$ cat config.mk
export PLATFORM = sky130hd
export DESIGN_NAME = flip_flop_d_checker_capture
export DESIGN_NICKNAME = d
export VERILOG_FILES = /design/src/rtl/flip_flop_d_checker_pkg.sv /design/src/rtl/flip_flop_d_checker_capture.sv
export SDC_FILE = /design/constraint.sdc
export NUM_CORES = 1
export LEC_CHECK = 0
export ABC_AREA = 1
export BUFFER_PORTS_ARGS = -buffer_cell sky130_fd_sc_hd__buf_4
export CAP_MARGIN = 20
export CORE_AREA = 2 2 39 41
export DETAILED_ROUTE_END_ITERATION = 8
export DIE_AREA = 0 0 41 43
export MAX_ROUTING_LAYER = met4
export PLACE_DENSITY = 0.65
export SYNTH_ARGS = -nofsm -noshare
export SYNTH_HDL_FRONTEND = slang
export SYNTH_SLANG_ARGS = --single-unit
$ cat constraint.sdc
create_clock -name clk -period 0.9 [get_ports clk]
set_clock_uncertainty 0.15 [all_clocks]
set_input_delay 0 -clock clk [delete_from_list [all_inputs] [get_ports clk]]
set_output_delay 0 -clock clk [all_outputs]
set_load 0.005 [all_outputs]
$ cat src/rtl/flip_flop_d_checker_pkg.sv
// flip_flop_d_checker_pkg: shared state encoding and counter width default for the D flip-flop checker
//   exports state_t (IDLE, CHECK, DONE) and CNT_W_DEF
package flip_flop_d_checker_pkg;
   typedef enum logic [1:0] {
      IDLE  = 2'd0,
      CHECK = 2'd1,
      DONE  = 2'd2
   } state_t;
   localparam int CNT_W_DEF = 8;
endpackage

$ cat src/rtl/flip_flop_d_checker_capture.sv
// flip_flop_d_checker_capture: first-failure record (index, expected, got), loaded once per run
//   clk, reset_L : clock, asynchronous active-low reset
//   clear        : synchronous zeroing of the record
//   load         : first mismatch seen this run
//   index/expected/got : values to record; fail_* : recorded values
module flip_flop_d_checker_capture
   import flip_flop_d_checker_pkg::*;
#(
   parameter int WIDTH = 1,
   parameter int CNT_W = CNT_W_DEF
) (
   input  logic             clk,
   input  logic             reset_L,
   input  logic             clear,
   input  logic             load,
   input  logic [CNT_W-1:0] index,
   input  logic [WIDTH-1:0] expected,
   input  logic [WIDTH-1:0] got,
   output logic [CNT_W-1:0] fail_index,
   output logic [WIDTH-1:0] fail_expected,
   output logic [WIDTH-1:0] fail_got
);
   always_ff @(posedge clk or negedge reset_L) begin
      if (!reset_L) begin
         fail_index    <= '0;
         fail_expected <= '0;
         fail_got      <= '0;
      end else if (clear) begin
         fail_index    <= '0;
         fail_expected <= '0;
         fail_got      <= '0;
      end else if (load) begin
         fail_index    <= index;
         fail_expected <= expected;
         fail_got      <= got;
      end
   end
endmodule

Yosys cells after proc, flatten, opt, wreduce, memory -nomap -nowiden
Cells that the tools add are included.
{"block": "word_totals", "register_bits": 10, "latchBits": 0, "mem_bits_rw": 0, "rom_bits": 0, "input_bits": 14, "output_inout_bits": 10, "memories": 0}
{"block": "op_classes", "add_sub_neg": 0, "n_mul": 0, "div_mod_pow": 0, "order_cmp": 0, "n_eq_ne": 0, "n_shift": 0, "n_mux": 6, "bitwise": 0, "reduce_logical": 1}
{"op": "$mux 8", "n": 2}
{"op": "$mux 1", "n": 4}
{"op": "$reduce_bool 2->1", "n": 1}

Depth between registers and ports, before layout
{"block": "logic_depth", "word_depth": 2, "mapped_depth": 3, "ltp_nobuf": 3}

Worst setup path after synthesis
No wires, ideal clock.
{"block": "synth_timing", "path_type": "reg-to-reg", "start": "register, netlist name fail_expected", "end": "register fail_expected", "t_arrival_ns": 0.465, "required_time_ns": 0.634, "slack_ns": 0.169, "path_stages_with_launch": 3, "path_buffers": 0, "period_less_slack_ns": 0.731, "path_cell_list": "dfrtp_1 -> nand2_1 -> nand2_1"}
{"item": "end signal: assignment", "line": "flip_flop_d_checker_capture.sv:34", "text": "fail_expected <= expected;"}
{"item": "end: declaration", "line": "flip_flop_d_checker_capture.sv:20", "text": "output logic [WIDTH-1:0] fail_expected,"}

Worst setup path after layout
{"block": "layout_timing", "start": "register fail_index[2]", "end": "output fail_index[2]"}
{"item": "start: declaration", "line": "flip_flop_d_checker_capture.sv:19", "text": "output logic [CNT_W-1:0] fail_index,"}
{"item": "start signal: assignment", "line": "flip_flop_d_checker_capture.sv:33", "text": "fail_index <= index;"}
No word-level cell between the ends.

==> impl_metrics.py <==
metrics = {
    "die": {
        "cell_rows": 14,
        "core-area_um2": 1380,
        "die_area_um2": 1760,
        "floorplan.initialDensity_pct": 29.0,
        "ioPinCount": 24,
        "die_span_y_um": 43,
        "die_w_um": 41,
    },
    "grt": {
        "grt_max_degree": 12,
        "wire_length_of_the_first_global_routing_pass_um": 1740,
        "number_of_antenna_violations_at_the_first_check_in_global_routing": 0,
        "grtUsageTotal_pct": 15.5,
        "globalRouteOverflowTotal": 0,
        "first_global_vias": 451,
    },
    "cts": {
        "cts.hold.buffers_added": 11,
        "clock-sinks": 10,
        "number_of_buffers_on_the_longest_clock_path": 2,
        "clk_pin_slew_ns": 0.07,
        "numCtsBuffers": 3,
        "clk_root_buffer_cell": "sky130_fd_sc_hd__clkbuf_4",
        "cts_tree": "yes",
        "insertion_delay_ns": 0.27,
        "depth_of_the_cts_h_tree": 1,
    },
    "logic_synthesis": {
        "postSynthAreaPerCell_um2": 9.34,
        "synth_sequential_area_ratio_pct": 62.3,
        "ys_warn_count": 0,
        "synthesis.nets": 57,
        "synth_cell_types": 6,
        "netlist_area_um2": 402,
        "synthesis.instances": 43,
        "synth_seq_cells": 10,
    },
    "drt": {
        "detail_route.first_pass.iterations": 4,
        "routed_wire_length_um": 1140,
        "viasPerCell": 4.45,
        "wl_per_cell_um": 11.6,
        "drt_iter0_markers": 8,
        "detail-route-antenna-nets": 0,
        "vias": 436,
        "post-route-drc-count": 0,
    },
    "finish": {
        "fillers": 131,
        "final_util_pct": 56.5,
        "synthToLayoutAreaGrowth_pct": 94.7,
        "final_design_area_no_fill_um2": 782,
        "nNetsFinal": 97,
        "area_occupied_by_multi_input_gates_um2": 136,
        "number_of_diodes_added_for_antenna_fixing": 0,
        "post_layout_nonfiller_instances": 98,
        "post_route_cells_drive_above_1_share_pct": 37.8,
        "regArea_um2": 250,
    },
    "sta": {
        "relSlewSlack_pct": 84.0,
        "timing.final.hold_violations": 20,
        "maxClockFrequency_mhz": 1060,
        "post-route-min-period_ns": 0.943,
        "rsz_0062_raised_after_global_routing": "yes",
        "fin_crit_sh_pct": 105,
        "max_slew.worst_pin.slew_ns": 0.240,
        "total_negative_slack_ns": -0.280,
        "fin_hold_ws_ns": -0.118,
        "setup-violations-final": 10,
        "timing_max_transition_violations_final": 0,
        "post_route_setup_slack_ns": -0.0427,
    },
    "placement": {
        "port_buffers": 23,
        "dpl-instance-area_um2": 583,
        "placedCellCount": 81,
        "gpl.final_weighted_congestion": 0.664,
        "dp_slack_ns": 0.138,
        "place_hpwl_um": 722,
    },
    "worst_setup_path": {
        "crit_path_to": "fail_index[2]",
        "critPathCaptureType": "primary output",
        "worstReg2RegEnd": "fail_index[1]",
        "criticalPathCategory": "reg2out",
        "reg_to_reg_start": "fail_index[1]",
        "register_to_register_setup_slack_ns": 0.02,
        "critPathTopFamily": "flip-flops",
        "timing.critical_path.from": "fail_index[2]",
        "critical-path-max-stage-delay_ns": 0.40,
        "crit_cells": 1,
        "critical_path.slowest_cell": "sky130_fd_sc_hd__dfrtp_1",
        "timing.critical_path.from_type": "register",
        "critPathMaxFanout": 2,
        "worst-endpoint-arrival_ns": 0.79,
        "cell_chain_of_the_critical_path": "buf_6",
        "crit_required_ns": 0.75,
        "ff2ff_path_depth": 3,
        "sum_of_buffers_and_inverters_on_the_critical_path": 1,
    },
    "run": {
        "timing.max_cap.violations": 0,
    },
    "pwr": {
        "p_leak_nw": 0.423,
        "p_total_mw": 1.11,
        "worst_ir_drop_vdd_uv": 527,
        "powerDensity_nw_per_um2": 1420,
    },
    "hold_path": {
        "hold_path_class": "in2reg",
    },
    "outcome": {
        "failing_checks": "hold timing, setup timing",
        "result_of_the_run": "finished, violations left",
    },
}
how the worst min path moves through the flow:
stage / startpoint / endpoint / slack [ns] / cells after the start
final: clear / fail_got / -0.12 / 4
after CTS: clear / fail_got / -0.12 / 4
after global routing: clear / fail_index[4] / -0.11 / 4
after global placement: reset_L / fail_index[3] / -0.31 / 1
after floorplan: reset_L / fail_expected / -0.45 / 0
after detailed placement: reset_L / fail_got / -0.31 / 1
tightest hold or removal path, cell delays in order:
cell	delay (ns)
sky130_fd_sc_hd__buf_4	0.10
sky130_fd_sc_hd__nor2_4	0.06
sky130_fd_sc_hd__nand2_1	0.06
sky130_fd_sc_hd__nand2_1	0.04
Yosys cell counts:
cell	instances	share of area [%]
sky130_fd_sc_hd__nand2_1	20	19
sky130_fd_sc_hd__dfrtp_1	10	62
sky130_fd_sc_hd__nand3_1	10	12
sky130_fd_sc_hd__buf_6	1	2.8
sky130_fd_sc_hd__inv_2	1	0.93
sky130_fd_sc_hd__nor2_4	1	2.8
per-layer routing:
layer / GRT usage [%] / vias to the layer above / share of wire, %
met3: 3.66 / 2 / 8.2
met4: 10.0 / 0 / 0.53
met5: - / - / 0
met1: 14.9 / 199 / 35
met2: 25.6 / 19 / 56
li1: - / 216 / -
report_power, final:
part | leakage [nW] | internal [mW] | switching [mW]
registers | 0.133 | 0.474 | 0.0178
clock network | 0.0210 | 0.246 | 0.165
logic | 0.269 | 0.131 | 0.0724
total | 0.423 | 0.852 | 0.256
placed cells by master (no fill, tap or decap):
cell / instances
sky130_fd_sc_hd__buf_6: 10
sky130_fd_sc_hd__nand3_1: 10
sky130_fd_sc_hd__buf_4: 15
sky130_fd_sc_hd__clkbuf_8: 1
sky130_fd_sc_hd__dfrtp_1: 10
sky130_fd_sc_hd__nor2_4: 1
sky130_fd_sc_hd__nand2_1: 20
sky130_fd_sc_hd__inv_2: 1
sky130_fd_sc_hd__dlygate4sd3_1: 11
sky130_fd_sc_hd__clkbuf_4: 3
sequential cells by signal (all words and copies together), names as in the netlist:
register / count
fail_got: 1
fail_index: 8
fail_expected: 1
kinds of logic (layout without fill, tap and decap cells):
logic type / after synthesis / in the layout / synth area share (%)
DFF: 10 / 10 / 62.3
buffers and inverters: 2 / 41 / 3.74
and+or+nand+nor: 31 / 31 / 34.0
timing repair:
action / CTS / global route
endpoints found under the setup margin: 10 / 10
endpoints found under the hold margin: 20 / 20
gates resized for setup: 10 / 0
buffers inserted: 0 / 2
final cells by class:
| cell class | instances | area share (%) |
|---|---|---|
| Timing Repair Buffer | 36 | 42.9 |
| Inverter | 1 | 0.480 |
| Clock buffer | 4 | 4.64 |
| Multi-Input combinational cell | 31 | 17.4 |
| Tap cell | 16 | 2.56 |
| Sequential cell | 10 | 32.0 |
(Power assumes the default switching activity.)
